===== src/rtl/seg_scan_mux.sv =====
// Scan controller and digit multiplexer for a bank of common-digit 7-segment displays.
// Each display gets a freeze snapshot, leading-zero suppression and blink; the digit enable is shared.
module seg_scan_mux #(
  parameter int unsigned NUM_DISP    = 2,
  parameter int unsigned NUM_DIGITS  = 4,
  parameter int unsigned REFRESH_DIV = 50000,
  parameter int unsigned BLINK_TICKS = 64
) (
  input  logic                                  clk,
  input  logic                                  reset_n,
  input  logic [NUM_DISP*(NUM_DIGITS-1)*4-1:0]  value,
  input  logic [NUM_DISP*4-1:0]                 unit_code,
  input  logic [NUM_DISP-1:0]                   freeze,
  input  logic [NUM_DISP-1:0]                   lz_en,
  input  logic [NUM_DISP-1:0]                   blink,
  output logic [NUM_DISP*4-1:0]                 digit_code,
  output logic [NUM_DISP-1:0]                   digit_blank,
  output logic [NUM_DIGITS-1:0]                 digit_en,
  output logic                                  frame_tick
);

  localparam int unsigned NUM_NUM = NUM_DIGITS - 1;
  localparam int unsigned IDX_W   = $clog2(NUM_DIGITS);
  localparam int unsigned PRE_W   = $clog2(REFRESH_DIV);
  localparam int unsigned BLK_W   = (BLINK_TICKS > 1) ? $clog2(BLINK_TICKS) : 1;
  localparam logic [IDX_W-1:0] LAST_IDX = IDX_W'(NUM_DIGITS - 1);

  logic [PRE_W-1:0]                        presc_q, presc_d;
  logic [IDX_W-1:0]                        idx_q, idx_d;
  logic [BLK_W-1:0]                        bcnt_q, bcnt_d;
  logic                                    phase_q, phase_d;
  logic [NUM_DISP-1:0][NUM_NUM-1:0][3:0]   snap_q, snap_d;
  logic                                    slot_tick_c, frame_end_c;
  logic [NUM_DISP-1:0]                     nz_c;
  logic [NUM_DIGITS-1:0]                   en_d;
  logic [NUM_DISP*4-1:0]                   code_d;
  logic [NUM_DISP-1:0]                     blank_d;

  // Refresh prescaler, digit index and blink frame counter/phase.
  always_comb begin
    presc_d     = presc_q + PRE_W'(1);
    idx_d       = idx_q;
    bcnt_d      = bcnt_q;
    phase_d     = phase_q;
    slot_tick_c = (presc_q == PRE_W'(REFRESH_DIV - 1));
    frame_end_c = slot_tick_c && (idx_q == LAST_IDX);
    if (slot_tick_c) begin
      presc_d = '0;
      idx_d   = frame_end_c ? '0 : idx_q + IDX_W'(1);
    end
    if (frame_end_c) begin
      if (bcnt_q == BLK_W'(BLINK_TICKS - 1)) begin
        bcnt_d  = '0;
        phase_d = ~phase_q;
      end else begin
        bcnt_d  = bcnt_q + BLK_W'(1);
      end
    end
  end

  // Snapshot follows the live value unless frozen.
  always_comb begin
    snap_d = snap_q;
    for (int unsigned d = 0; d < NUM_DISP; d++) begin
      if (!freeze[d]) begin
        for (int unsigned k = 0; k < NUM_NUM; k++) begin
          snap_d[d][k] = value[(d*NUM_NUM + k)*4 +: 4];
        end
      end
    end
  end

  // A nonzero nibble at or above the current digit keeps it visible under suppression.
  always_comb begin
    nz_c = '0;
    for (int unsigned d = 0; d < NUM_DISP; d++) begin
      for (int unsigned j = 0; j < NUM_NUM; j++) begin
        if ((IDX_W'(j) >= idx_q) && (snap_q[d][j] != 4'h0)) nz_c[d] = 1'b1;
      end
    end
  end

  // Next output values for the current digit slot.
  always_comb begin
    en_d        = '0;
    en_d[idx_q] = 1'b1;
    code_d      = '0;
    blank_d     = '0;
    for (int unsigned d = 0; d < NUM_DISP; d++) begin
      if (idx_q == LAST_IDX) begin
        code_d[d*4 +: 4] = unit_code[d*4 +: 4];
      end else begin
        for (int unsigned k = 0; k < NUM_NUM; k++) begin
          if (idx_q == IDX_W'(k)) code_d[d*4 +: 4] = snap_q[d][k];
        end
      end
      blank_d[d] = (blink[d] && phase_q) ||
                   (lz_en[d] && (idx_q != '0) && (idx_q != LAST_IDX) && !nz_c[d]);
    end
  end

  always_ff @(posedge clk or negedge reset_n) begin
    if (!reset_n) begin
      presc_q     <= '0;
      idx_q       <= '0;
      bcnt_q      <= '0;
      phase_q     <= 1'b0;
      snap_q      <= '0;
      digit_en    <= NUM_DIGITS'(1);
      digit_code  <= '0;
      digit_blank <= '1;
      frame_tick  <= 1'b0;
    end else begin
      presc_q     <= presc_d;
      idx_q       <= idx_d;
      bcnt_q      <= bcnt_d;
      phase_q     <= phase_d;
      snap_q      <= snap_d;
      digit_en    <= en_d;
      digit_code  <= code_d;
      digit_blank <= blank_d;
      frame_tick  <= frame_end_c;
    end
  end

endmodule


===== config.mk =====
export PLATFORM = sky130hd
export DESIGN_NAME = seg_scan_mux
export DESIGN_NICKNAME = d
export VERILOG_FILES = /design/src/rtl/seg_scan_mux.sv
export SDC_FILE = /design/constraint.sdc
export NUM_CORES = 1
export LEC_CHECK = 0
export BUFFER_PORTS_ARGS = -buffer_cell sky130_fd_sc_hd__buf_2
export CAP_MARGIN = 20
export CORE_ASPECT_RATIO = 1.25
export CORE_MARGIN = 2
export CORE_UTILIZATION = 49
export CTS_CLUSTER_SIZE = 40
export DETAILED_ROUTE_END_ITERATION = 12
export GPL_TIMING_DRIVEN = 0
export PLACE_DENSITY_LB_ADDON = 0.08
export SETUP_SLACK_MARGIN = 0.02
export SYNTH_ARGS = -nofsm -noshare
export SYNTH_HDL_FRONTEND = slang
export SYNTH_SLANG_ARGS = --single-unit

===== constraint.sdc =====
create_clock -name clk -period 2 [get_ports clk]
set_input_delay 0.2 -clock clk [delete_from_list [all_inputs] [get_ports clk]]
set_output_delay 0.2 -clock clk [all_outputs]
set_load 0.01 [all_outputs]

# == After elaboration in Yosys (flattened, before gate mapping) ==
# Cells that the tools add are included.
# W data, S select, Z words.
# word_totals
register_bits,64
in_bits,40
output_inout_bits,15
# classes
addsub,3
magnitude_cmp,5
eq_ne,6
n_mux,19
n_bitwise,1
reduce_logical,29
# ops
operator,count
$mux W4,8
$reduce_bool A4 Y1,6
$add A16 B1 Y16 const B,1
$eq A16 B16 Y1 const B,1
$logic_and A1 B1 Y1,16
$mux W16,1
$mux W1,7
$add A6 B1 Y6 const B,1
$eq A6 B6 Y1 const B,1
$mux W6,1
$eq A2 B2 Y1 const B,2
$ge A1 B2 Y1 const A,2
$lt A2 B3 Y1 const B,1
$add A2 B1 Y2 const B,1
$demux W1 S2,1
$eq A2 B1 Y1 const B,1
$ge A2 B1 Y1 const B,1
$ge A2 B2 Y1 const A,1
$logic_not A1 Y1,2
$logic_not A2 Y1,1
$logic_or A1 B1 Y1,2
$mux W2,1
$ne A2 B2 Y1 const B,1
$reduce_and A2 Y1,1
2 further kinds,2

# == Longest topological paths before layout ==
# logic_depth
word_depth,8
mapped_depth,7
mapped_depth_nobuf,6

# == Worst setup path after synthesis ==
# Ideal clock, no wire load.
# synth_timing
path_type,register -> register
startpoint,register presc_q[4]
endpoint,register bcnt_q[5]
setup_ps,76
arrival_ps,1934
t_required_ps,1924
path_slack_ps,-10
stages_incl_launch_ff,6
path_cell_list,dfrtp_1 > or4b_1 > or4_1 > buf_2 > or3_1 > o21ai_1
# synth_between
elab_chain_len,2
# synth_rtl
item,line_no,rtl
start: declaration,28,"logic [PRE_W-1:0] presc_q, presc_d;"
start signal: assignment,114,presc_q <= presc_d;
$eq A16 B16 Y1,45,slot_tick_c = (presc_q == PRE_W'(REFRESH_DIV - 1));
$logic_and A1 B1 Y1,46,frame_end_c = slot_tick_c && (idx_q == LAST_IDX);
end signal: assignment,116,bcnt_q <= bcnt_d;
end: declaration,30,"logic [BLK_W-1:0] bcnt_q, bcnt_d;"
# Every way passes these cells.
# A chain may end at the register's enable or synchronous reset.

# == Worst setup path in the final report ==
# layout_timing
startpoint,register presc_q[5]
endpoint,register bcnt_q[5]
# The elaborated chain is that of the path after synthesis.

==> metrics <==
outcome finished, final reports clean; DRT iter0 DRCs 134; fin worst setup slack 0.0578 ns; Antenna Nets Post-Route 0; Cells after DPL 358; Die ar. 6440 um2; vias in the first global route 2024; unrepaired setup endpoints after global routing yes; Pre-antenna DRT Iters 4; Slowest-stage cell, CP or4_4; clk sinks 64; post-synthesis compound-gate area fraction 0.0646; WS Path Type reg2reg; VDD IR max 0.000334 V; Final Critical Period 1.94 ns; largest family of logic cells by synthesized area simple AND/OR/NAND/NOR gates; Final Hold Viols 0; Critical Path RT roughly 2.3 ns; Ports between 50 and 60; count of state elements after synthesis 64; Post-Synth Simple-Gate Area 0.169; total negative setup slack 0 ns; Achievable Freq a little over 500 MHz; FILL cells about 510; multiplexer share of the synthesized area 0.107; P&R area growth vs syn 21.6%; Layout Cells excl Fill 382; root buf cell clkbuf_8; layout cells sized above 1 0.354; Vias 2034; top layer in use met4; Layout Nets between 300 and 400; Worst EP arrival 2.20 ns; CP Max Fanout 6; Setup crit start kind flip-flop; Synth Net Count between 200 and 300; Most used DFF post-synth dfrtp_1; effective utilization at floorplan 0.500; Slew Viols, Final 0; final worst-path cycle share 0.971; Synth area leader dfrtp_1; cell family with most CP delay simple AND/OR/NAND/NOR gates; most common cell in the synthesized netlist dfrtp_1; pre-CTS WS -0.152 ns; Buf/Inv on CP 0; cells along the critical path or4bb_1 -> or4_4 -> or3_1 -> o21ai_1; PwrDens 730 nW/um2; worst-skew pair later-pin latency approximately 0.33 ns; largest net degree at the start of global routing 65; WL met2 ~3000 um; detailed placer's ending HPWL around 4000 um; Final Setup Violations 0; met3 wire length 294 um; n_diodes 0; Rel. slew slack 0.467; xor/xnor share of the synthesized area 0.0492; final RePlAce weighted congestion ~0.8; adder and majority gate portion of the synthesized area 0.0307; synth unique cells 35; TritonCTS clock tree yes; post-synthesis sequential area ratio 0.563; Ys Warns 0; GRT Total Usage 0.197; final wirelength 5880 um; Post-synth EDFFs 0; Hold WS 0.0732 ns; CTS Buffer Depth 2; Synth Instances roughly 240; H-tree depth 3; Post-route DRC 0; top cell type's share of synthesized area 0.536; Max-Cap Viols 0; CP max stage delay ~0.57 ns; ys async rst share 1.00; Core Region ~5700 um2; row count 31; endpoint class of the critical path flip-flop; Cell Area, Synth 2850 um2; Post-Syn Area per Cell between 10 and 15 um2; first-pass GRT wire length 9530 um; Hold WC Path Type in2reg; initial antenna violation count 0; DR WL/cell 15.4 um; Reg clk slew, reported paths about 0.07 ns; Die Height about 90 um; DIE WIDTH 72.2 um; worst clock skew 0.00983 ns; synth cell count leaders dfrtp_1 (61), mux2_2 (26), nand2_1 (22); total grt overflow 0; wire length on met1 2470 um; total power about 2.5 mW; synth top area cells dfrtp_1 (54%), mux2_2 (10%), ha_1 (3.1%), nand2_1 (2.9%), dfstp_2 (2.8%); Num CTS Buffers 9; Least-Margin Pin Slew 0.800 ns; Vias/cell between 5 and 6; leakage 1.60 nW; port bufs 54
timing repair:
| action | CTS | global route |
|---|---|---|
| setup buffers | 6 | 2 |
| setup endpoints to repair | 15 | 4 |
| cloned | 0 | 0 |
| pin swaps | 3 | 3 |
| hold buffers | 1 | 0 |
| hold endpoints to repair | 61 | 0 |
| gates resized for setup | 5 | 1 |
per-stage QoR:
stage	cell area, um2	util
5_1_grt	3460	0.608
6_report	3460	0.608
3_3_place_gp	3210	0.563
4_1_cts	3440	0.603
2_1_floorplan	2860	-
3_5_place_dp	3210	0.563
registers in the layout, summed over array words and instances, names as in the netlist:
signal and flops:
bcnt_q 6, digit_blank 2, digit_code 8, digit_en 4, frame_tick 1, idx_q 2, phase_q 1, presc_q 16
snap_q 24
cell families (layout without fill, tap and decap cells):
group | Yosys count | in the layout
xor gates and xnor gates | 16 | 16
and+or+nand+nor | 85 | 85
DFF | 64 | 64
AOI/OAI and AO/OA | 27 | 27
adders and majority gates | 7 | 7
buffers and inverters | 12 | 90
muxes | 27 | 27
worst register-to-register path, delay by kind of cell, from the launching register on:
family | cells | cell delay, ns
compound gates | 1 | 0.08
flops | 1 | 0.43
simple gates | 3 | 1.38
report_power, final:
part | leakage [nW] | internal [mW] | switching (mW)
sequential | 0.796 | 1.36 | 0.0400
clock | 0.0834 | 0.481 | 0.470
combinational | 0.718 | 0.0989 | 0.0806
per-layer routing:
| metal | vias up | track usage |
|---|---|---|
| met4 | 0 | 0.0789 |
| met2 | 58 | 0.329 |
| li1 | 1000 | - |
| met3 | 11 | 0.0575 |
| met5 | - | 0 |
| met1 | 965 | 0.242 |
cell usage in the layout (no fill, tap or decap), drive strengths merged, types with 8 or more instances in the layout:
cell,count
nor2,16
mux2,27
xor2,9
nand2,22
nand3,8
clkbuf,17
nor4,9
buf,65
dfrtp,61
nor2b,9
worst paths after layout:
kind	from	to	slack, ns	cells after the start
worst min register to register	bcnt_q[2]	bcnt_q[2]	0.49	1
max in group asynchronous	reset_n	presc_q[13]	0.97	2
min in group asynchronous	reset_n	snap_q[4]	0.48	2
worst max register to register	presc_q[5]	bcnt_q[5]	0.06	4
worst min-delay path	unit_code[6]	digit_code[6]	0.07	3
worst max-delay path	presc_q[5]	bcnt_q[5]	0.06	4
area by class of cell:
cell class / count / area (um2) / area share
Clock inverter: 3 / 17.5 / 0.00506
Tap cell: 66 / 82.6 / 0.0238
Clock buffer: 13 / 149 / 0.0430
Buffer: 7 / 27.5 / 0.00795
Sequential cell: 64 / 1610 / 0.463
Multi-Input combinational cell: 162 / 1220 / 0.354
Timing Repair Buffer: 63 / 343 / 0.0990
Inverter: 4 / 15.0 / 0.00433
No activity file was read; power rests on OpenSTA's default activity.
